`config.mk`:
```
export PLATFORM = sky130hd
export DESIGN_NAME = rr_arbiter
export DESIGN_NICKNAME = d
export VERILOG_FILES = /design/src/rtl/arb_pkg.sv /design/src/rtl/rr_pick.sv /design/src/rtl/rr_arbiter.sv
export SDC_FILE = /design/constraint.sdc
export NUM_CORES = 1
export LEC_CHECK = 0
export CELL_PAD_IN_SITES_DETAIL_PLACEMENT = 0
export CELL_PAD_IN_SITES_GLOBAL_PLACEMENT = 1
export CORE_MARGIN = 5
export CORE_UTILIZATION = 31
export DETAILED_ROUTE_END_ITERATION = 8
export PLACE_DENSITY_LB_ADDON = 0.25
export SETUP_SLACK_MARGIN = 0.1
export SYNTH_ARGS = -nofsm -noshare
export SYNTH_HDL_FRONTEND = slang
export SYNTH_SLANG_ARGS = --single-unit
```
`constraint.sdc`:
```
create_clock -name clk -period 1.6 [get_ports clk]
set_clock_uncertainty 0.15 [all_clocks]
set_input_delay 0.32 -clock clk [delete_from_list [all_inputs] [get_ports clk]]
set_output_delay 0.32 -clock clk [all_outputs]
set_load 0.02 [all_outputs]
```
`src/rtl/arb_pkg.sv`:
```
// Shared types for the round-robin arbiter: FSM state enum and its idle encoding.
package arb_pkg;

    localparam logic ARB_IDLE_ENC = 1'b0;

    typedef enum logic {
        IDLE  = ARB_IDLE_ENC,
        GRANT = ~ARB_IDLE_ENC
    } arb_state_t;

endpackage

```
`src/rtl/rr_pick.sv`:
```
// Combinational round-robin pick: first set request at or above ptr, wrapping.
module rr_pick
    import arb_pkg::*;
#(
    parameter int ADDRESS_WIDTH = 2
) (
    input  logic [2**ADDRESS_WIDTH-1:0] req,
    input  logic [ADDRESS_WIDTH-1:0]    ptr,
    output logic                        found,
    output logic [ADDRESS_WIDTH-1:0]    idx,
    output logic [2**ADDRESS_WIDTH-1:0] onehot
);

    localparam int N = 2**ADDRESS_WIDTH;

    logic [ADDRESS_WIDTH-1:0] cand;

    always_comb begin
        found  = 1'b0;
        idx    = '0;
        onehot = '0;
        cand   = '0;
        // ptr + i wraps naturally at ADDRESS_WIDTH bits
        for (int i = 0; i < N; i++) begin
            cand = ptr + ADDRESS_WIDTH'(i);
            if (!found && req[cand]) begin
                found = 1'b1;
                idx   = cand;
            end
        end
        if (found) begin
            onehot = {{(N-1){1'b0}}, 1'b1} << idx;
        end
    end

endmodule

```
`src/rtl/rr_arbiter.sv`:
```
// Round-robin arbiter driving a mux select with valid/ready hand-off.
// Optional burst lock input enabled by defining RR_ARBITER_LOCK_EN.
module rr_arbiter
    import arb_pkg::*;
#(
    parameter int ADDRESS_WIDTH = 2
) (
    input  logic                        clk,
    input  logic                        rst_n,
    input  logic [2**ADDRESS_WIDTH-1:0] req,
    input  logic                        out_ready,
`ifdef RR_ARBITER_LOCK_EN
    input  logic                        lock,
`endif
    output logic [ADDRESS_WIDTH-1:0]    address,
    output logic                        out_valid,
    output logic [2**ADDRESS_WIDTH-1:0] grant
);

    localparam int N = 2**ADDRESS_WIDTH;

    arb_state_t               state_q, state_d;
    logic [ADDRESS_WIDTH-1:0] ptr_q, ptr_d;
    logic [ADDRESS_WIDTH-1:0] address_q, address_d;
    logic [N-1:0]             grant_q, grant_d;

    logic                     xfer;
    logic                     lock_hold;
    logic [ADDRESS_WIDTH-1:0] pick_ptr;
    logic                     pick_found;
    logic [ADDRESS_WIDTH-1:0] pick_idx;
    logic [N-1:0]             pick_oh;

    assign xfer = (state_q == GRANT) && out_ready;

`ifdef RR_ARBITER_LOCK_EN
    assign lock_hold = lock && req[address_q];
`else
    assign lock_hold = 1'b0;
`endif

    // One picker serves both the idle pick and the post-transfer pick
    assign pick_ptr = xfer ? address_q + ADDRESS_WIDTH'(1) : ptr_q;

    rr_pick #(
        .ADDRESS_WIDTH(ADDRESS_WIDTH)
    ) u_pick (
        .req   (req),
        .ptr   (pick_ptr),
        .found (pick_found),
        .idx   (pick_idx),
        .onehot(pick_oh)
    );

    always_comb begin
        state_d   = state_q;
        ptr_d     = ptr_q;
        address_d = address_q;
        grant_d   = grant_q;
        unique case (state_q)
            IDLE: begin
                if (pick_found) begin
                    address_d = pick_idx;
                    grant_d   = pick_oh;
                    state_d   = GRANT;
                end
            end
            GRANT: begin
                if (xfer) begin
                    if (!lock_hold) begin
                        ptr_d = pick_ptr;
                        if (pick_found) begin
                            address_d = pick_idx;
                            grant_d   = pick_oh;
                        end else begin
                            grant_d = '0;
                            state_d = IDLE;
                        end
                    end
                end else if (!req[address_q]) begin
                    grant_d = '0;
                    state_d = IDLE;
                end
            end
            default: begin
                grant_d = '0;
                state_d = IDLE;
            end
        endcase
    end

    always_ff @(posedge clk or negedge rst_n) begin
        if (!rst_n) begin
            state_q   <= IDLE;
            ptr_q     <= '0;
            address_q <= '0;
            grant_q   <= '0;
        end else begin
            state_q   <= state_d;
            ptr_q     <= ptr_d;
            address_q <= address_d;
            grant_q   <= grant_d;
        end
    end

    assign address   = address_q;
    assign grant     = grant_q;
    assign out_valid = (state_q == GRANT);

endmodule

```
Word-level counts from Yosys, hierarchy flattened
Index checks and enable logic that the tools add are counted.
{"block": "totals", "wordCells": 58, "register_bits": 9}
{"block": "op_classes", "shifts": 1, "n_bitwise": 1, "mux": 31, "n_eq_ne": 3, "addsub": 4, "reduce_logical": 9, "order_cmp": 5}
{"cell": "4-bit 2-to-1 mux", "count": 4}
{"cell": "2-bit by 3-bit less-than comparator with 1-bit output (second input constant)", "count": 5}
{"cell": "2-bit 2-to-1 mux", "count": 7}
{"cell": "1-bit 2-to-1 mux", "count": 12}
{"cell": "1-bit binary-select mux with 2-bit select", "count": 5}
{"cell": "4-bit case mux with 2 select lines", "count": 1}
{"cell": "2-bit by 1-bit adder with 2-bit output (second input constant)", "count": 2}
{"cell": "2-bit adder (second input constant)", "count": 2}
{"cell": "1-bit logical AND", "count": 4}
{"cell": "2-bit case mux with 2 select lines", "count": 1}
{"cell": "2-bit AND reduction", "count": 2}
{"cell": "1-bit by 2-bit left shift with 4-bit output (first input constant)", "count": 1}
{"cell": "1-bit logical NOT", "count": 3}
{"cell": "3-bit inequality test (second input constant)", "count": 1}
{"cell": "2-bit by 1-bit inequality test with 1-bit output (second input constant)", "count": 1}
{"cell": "2-bit inequality test (second input constant)", "count": 1}
{"cell": "1-bit case mux with 2 select lines", "count": 1}
{"cell": "1-bit inverter", "count": 1}

Longest topological paths before layout
Gate-level depths: netlist of the first run.
{"block": "depth", "word_depth": 18, "ltp_mapped": 6}

Cells and area by module
A second synthesis of the first run with hierarchy kept.
{"block": "unflattened", "cells_unflattened": 76, "area_unflattened_um2": 649.4}
{"module": "rr_arbiter", "seq_area_each_um2": 225.2, "n_inst": 1, "area_each_um2": 466.7, "cells_per_inst": 44}
{"module": "rr_pick", "seq_area_each_um2": 0.0, "n_inst": 1, "area_each_um2": 182.7, "cells_per_inst": 32}

Worst setup path before layout of the first run
OpenSTA, ideal clock, no wires.
{"block": "synth_path", "path_type": "register to register", "from": "register address_q[1] (netlist: address[1])", "to": "register grant_q[0] (netlist: grant[0])", "t_required_ns": 1.329, "path_stages_with_launch": 5, "arrival_ns": 1.601, "path_slack_ns": -0.272, "period_less_slack_ns": 1.872, "cell_sequence": "dfrtp_1 > mux4_1 > nand3b_1 > o21ai_0 > a22o_1"}
{"block": "synth_via", "elab_chain_len": 18, "word_cells_on_any_way": 37, "cone_classes": "add/sub: 4; eq/ne: 2; shift: 1; mux: 23; reduce/logical: 7"}
{"item": "start: declaration", "line_no": "rr_arbiter.sv:24", "source": "logic [ADDRESS_WIDTH-1:0] address_q, address_d;"}
{"item": "start signal: assignment", "line_no": "rr_arbiter.sv:101", "source": "address_q <= address_d;"}
{"item": "branches (longest 18 deep; another with 2-bit by 1-bit adder with 2-bit output)"}
{"item": "end signal: assignment", "line_no": "rr_arbiter.sv:102", "source": "grant_q <= grant_d;"}
{"item": "end: declaration", "line_no": "rr_arbiter.sv:25", "source": "logic [N-1:0] grant_q, grant_d;"}
Parallel ways; which one is timed is not known. The select of a mux whose other input is x is not followed.
A chain may end at the register's enable or synchronous reset.

Final worst setup path of the first run
{"block": "layout_path", "from": "register address_q[0] (netlist: address[0])", "to": "register grant_q[2] (netlist: grant[2])"}
The elaborated chain is that of the path after synthesis.

==> results of run 1 <==
[metal layers]
| layer | global-route usage (%) | vias up |
|---|---|---|
| li1 | - | 263 |
| met1 | 16.7 | 244 |
| met2 | 19.0 | 12 |
| met3 | 3.70 | 2 |
| met4 | 5.53 | 0 |
| met5 | 0 | - |
[placed cells by master (no fill, tap or decap), types with 3 or more instances in the layout]
master          n
dlygate4sd2_1   7
dfrtp_1         6
nand2_1         6
clkbuf_4        3
buf_4          11
o21ai_1         4
dfrtp_2         3
inv_1           4
[kinds of logic after synthesis]
group                  after synthesis  synth area share, %
buffers and inverters                5                 3.62
AND/OR/NAND/NOR                     19                 17.7
XOR/XNOR                             1                 2.94
AO/OA/AOI/OAI                       19                 28.5
multiplexers                         2                 6.56
flip-flops                           9                 40.7
[through the flow]
stage | hold slack (ps) | std cells | area [µm²] | utilization [%]
finish | 227 | 108 | 893 | 52.3
global placement | 329 | 102 | 831 | 48.6
floorplan | -126 | 55 | 593 | -
global route | 238 | 108 | 893 | 52.3
CTS | 237 | 108 | 876 | 51.3
detailed placement | 328 | 102 | 831 | 48.6
[sequential cells by signal, summed over array words and instances (netlist names)]
register   cells
grant          4
address        2
ptr_q          2
out_valid      1
[cells in the mapped netlist (2+ instances only)]
cell / count / area [µm²]
a21oi_1: 2 / 10.0
a22o_1: 2 / 17.5
dfrtp_1: 9 / 225
inv_1: 4 / 15.0
nand2_1: 8 / 30.0
nand3b_1: 2 / 15.0
nor2_1: 2 / 7.51
o21ai_0: 4 / 20.0
o21ai_1: 3 / 15.0
[worst max path at each step]
stage,to,from
2_1_floorplan,grant[2],out_valid
3_3_place_gp,grant[2],out_ready
3_5_place_dp,grant[2],out_ready
4_1_cts,grant[2],address[0]
5_1_grt,grant[2],address[1]
6_report,grant[2],address[0]
[power by group through the flow]
| stage | Clock [µW] | Sequential (µW) | Combinational, µW |
|---|---|---|---|
| after floorplan | 0 | 515 | 409 |
| after global placement | 0 | 449 | 812 |
| after detailed placement | 0 | 450 | 806 |
| after CTS | 184 | 418 | 853 |
| after global routing | 203 | 447 | 919 |
| final | 179 | 425 | 862 |
[timing repair]
action,in CTS,in global routing
endpoints found under the setup margin,14,10
gates resized for setup,24,14
buffers inserted,3,2
hold endpoints to repair,0,0
pin swaps,7,5
[layout make-up]
class | count | area, µm² | area share [%]
Timing Repair Buffer | 25 | 211 | 23.7
Sequential cell | 9 | 229 | 25.6
Tap cell | 25 | 31.3 | 3.50
Inverter | 4 | 15.0 | 1.68
Multi-Input combinational cell | 41 | 380 | 42.6
Clock buffer | 4 | 26.3 | 2.94
==> out/qor.txt, run 1 <==
CTS Hold Bufs: 0
ANT cells: 0
Min-Delay Path Class: in -> async
Placed wire-length estimate: 1.13 mm
WL final: 1.53 mm
Wire length on met3: 66 µm
Final Hold Viols: 0
Setup crit start kind: flop
Post-synth cell types: 28
VDD IR max: 0.728 mV
Failing checks: negative setup slack
Area grow syn2layout: 61.5%
Min Clock Period, post-route: 1730 ps
H-Tree Depth: 1
Cts bufs inserted: 3
Worst-path clk slew: 70 ps
Critical path arrival: 1730 ps
Worst path depth: 6
Pre-CTS setup slack: -640 ps
CTS tree: yes
Seq pwr share: 29.0%
Largest net degree at the start of global routing: 10
Flop2flop setup slack: -130 ps
Initial detailed-routing violation count: 11
Initial antenna violation count: 0
Chip width: 52.2 µm
RSZ-0062 raised after global routing: yes
Core Area: 1710 µm²
Wirelength per Cell: 14.1 µm
Post-synthesis register bit count: 9
Internal: 860 µW
RR Endpoint: grant[2]
Detail Route Antenna Nets: 0
CP max FO: 3
Worst-Margin Slew: 456 ps
Synth Instances: 55
Min setup slack post-route: -131 ps
CP required: 1600 ps
Setup TNS Final: -368 ps
Port Buffers: 13
Met2 routed WL: 725 µm
Slew Limit Fails: 0
Mapped Area: 553 µm²
# rows: 15
Power Total: 1470 µW
Number of maximum-capacitance violations: 0
Sw Pwr: 606 µW
Ys flop type: dfrtp_1
Starting Density: 32.4%
Synth async-reset ratio: 100%
Vias in the first global route: 543
Routability-driven placement congestion ratio: 0.872
First-pass GRT wire length: 2.52 mm
Die area: 2730 µm²
First-pass DRT Iterations: 4
Die height: 52.2 µm
CP Buf/Inv Count: 1
Layout fillers: 164
Number of flops mapped to enable cells by yosys: 0
# nets final: 91
Net Sw Frac: 41.3%
Tcrit/Tclk final: 108%
Kind of critical path: reg -> reg
GRT overflow: 0
Power Density: 1640 nW/µm²
Worst-case reg-to-reg path depth: 6
Leak: 0.000389 µW
R2R Path Start: address[0]
Worst-path cell chain: buf_6 > xnor2_4 > a21oi_4 > o21a_1 > o32a_1 > a22o_1
Crit. End Element: flop
Worst-Skew Late Latency: 260 ps
Clock power share: 12.2%
Highest routed layer: met4
Yosys synthesis warning count: 0
# IOs: 14
Register area share after synthesis: 40.7%
Syn Area/Cell: 10.1 µm²
Via count: 521
Clk root buf: clkbuf_4
Max Clock Freq: 578 MHz
Via/cell ratio: 4.82
Slowest cell delay on critical path: 420 ps
Clk buf depth: 2
Worst rel slew slack: 69.5%
WL met1: 722 µm
Worst path slowest cell: dfrtp_2
Layout cells sized above 1: 45.8%
Status: finished, violations left
Post-Syn Nets: 62
Gr usage total: 12.7%
Combinational share of power: 58.8%
Clock Sinks: 9
CP top delay family: compound AO/OA/AOI/OAI gates
DRC violations left: 0
# setup viols final: 5
(Power assumes the default switching activity.)
==> run 2, diff against run 1 <==
--- a/config.mk
+++ b/config.mk
@@ -15,3 +15,4 @@
 export SYNTH_ARGS = -nofsm -noshare
 export SYNTH_HDL_FRONTEND = slang
 export SYNTH_SLANG_ARGS = --single-unit
+export TNS_END_PERCENT = 30
==> run 2 against run 1 <==
Effect of this change:
- the flow still finishes with violations (negative setup slack)
- fmax is 0.82% higher
- clock power barely moved
- via count is 6.9% higher
- sequential power increased by 5.4%
- die area unchanged
- sequential share of layout area decreased by 0.18 points
- non-clock buffer count rose by 5
- first-iteration DRC count unchanged
- cell count up 4.6%
- critical path depth shrank 1
- critical endpoint unchanged
- largest power group unchanged
==> out/qor.txt, run 2 (same netlist as run 1, synthesis figures left out) <==
Status: finished, violations left
Failing checks: negative setup slack
Highest routed layer: met4
Area grow syn2layout: 62.7%
Wire length on met3: 85 µm
Power Total: 1420 µW
Internal: 828 µW
Number of maximum-capacitance violations: 0
Final Hold Viols: 0
Clock Sinks: 9
Worst rel slew slack: 73.3%
WL met1: 693 µm
Layout cells sized above 1: 45.5%
Worst-Margin Slew: 400 ps
DRC violations left: 0
Port Buffers: 13
Slew Limit Fails: 0
Most common library cell in the layout ignoring fill and taps: buf_4
GRT overflow: 0
H-Tree Depth: 1
CP max FO: 7
Most frequent cells in the layout: 15 x buf_4, 8 x dlygate4sd2_1, 6 x nand2_1, 6 x dfrtp_1
Worst setup startpoint: out_valid
Flop2flop setup slack: -120 ps
First-pass GRT wire length: 2.54 mm
Worst-path clk slew: 60 ps
VDD IR max: 0.633 mV
Max Clock Freq: 582 MHz
Power Density: 1570 nW/µm²
Clk buf depth: 2
Gr usage total: 13.0%
Critical path arrival: 1710 ps
Met2 routed WL: 743 µm
Initial antenna violation count: 0
Non-Filler Instances: 113
R2R Path Start: out_valid
Layout fillers: 164
Largest net degree at the start of global routing: 10
Clock power share: 12.5%
Die area: 2730 µm²
RSZ-0062 raised after global routing: yes
ANT cells: 0
Kind of critical path: reg -> reg
Worst-Skew Late Latency: 260 ps
Wirelength per Cell: 13.8 µm
Seq pwr share: 31.6%
First-pass DRT Iterations: 4
Critical path endpoint: grant[2]
Setup crit start kind: flop
# IOs: 14
Leak: 0.000407 µW
CTS Hold Bufs: 0
Fin Hold WS: 199 ps
Routability-driven placement congestion ratio: 0.808
Chip width: 52.2 µm
Via count: 557
Starting Density: 32.4%
Die height: 52.2 µm
CP required: 1600 ps
Net Sw Frac: 41.5%
# rows: 15
Initial detailed-routing violation count: 11
Clk root buf: clkbuf_4
# setup viols final: 6
Crit. End Element: flop
Placed wire-length estimate: 1.13 mm
Via/cell ratio: 4.93
Worst-case reg-to-reg path depth: 5
Core Area: 1710 µm²
DP Cell Count: 103
RR Endpoint: grant[2]
Min setup slack post-route: -117 ps
CTS tree: yes
Min Clock Period, post-route: 1720 ps
Tcrit/Tclk final: 107%
Max reg flops: 4
Vias in the first global route: 547
Min-Delay Path Class: in -> async
Detail Route Antenna Nets: 0
Combinational share of power: 55.9%
WL final: 1.56 mm
Sw Pwr: 588 µW
Setup TNS Final: -362 ps
# nets final: 96
Cts bufs inserted: 3
-- run 2: how the worst min path moves through the flow --
stage,to,slack [ps],depth (start not counted)
CTS,ptr_q[1],210,1
global placement,grant[3],320,2
detailed placement,grant[1],330,2
floorplan,address[0],-130,0
finish,ptr_q[1],200,1
global route,grant[3],220,1
-- run 2: metal layers --
layer,vias up,track usage [%]
met5,-,0
met4,0,7.66
met3,5,2.28
met2,15,20.7
met1,266,16.4
li1,271,-
-- run 2: metrics by stage --
stage	utilization (%)	worst slack, ps	area [µm²]
final	52.7	-117	900
after floorplan	-	-128	593
after global placement	48.4	-549	826
after global routing	52.7	-166	900
after detailed placement	48.4	-575	826
after CTS	52.9	-131	903
-- run 2: cell type report --
type | instances | area [µm²] | area share, %
repair buffers | 30 | 245 | 27.3
inverters | 4 | 15.0 | 1.67
flip-flops and latches | 9 | 229 | 25.5
clock buffers | 4 | 26.3 | 2.92
well taps | 25 | 31.3 | 3.48
multi-input cells | 41 | 353 | 39.2
-- run 2: repair_timing --
| action | CTS | global route |
|---|---|---|
| setup buffers | 6 | 0 |
| pin swaps | 7 | 4 |
| setup endpoints to repair | 14 | 10 |
| gates resized for setup | 22 | 2 |
-- run 2: worst max-delay path, cell delays in order, from the launching register on --
cell and delay (ps):
dfrtp_2 460, nand2_4 80, mux2i_2 180, o21a_1 200
o32a_1 340, a22o_1 190
-- run 2: power by group through the flow --
stage	registers (µW)	clock network [µW]	logic, µW
5_1_grt	461	198	851
6_report	448	177	792
3_5_place_dp	454	0	757
2_1_floorplan	515	0	409
3_3_place_gp	454	0	763
4_1_cts	445	179	798
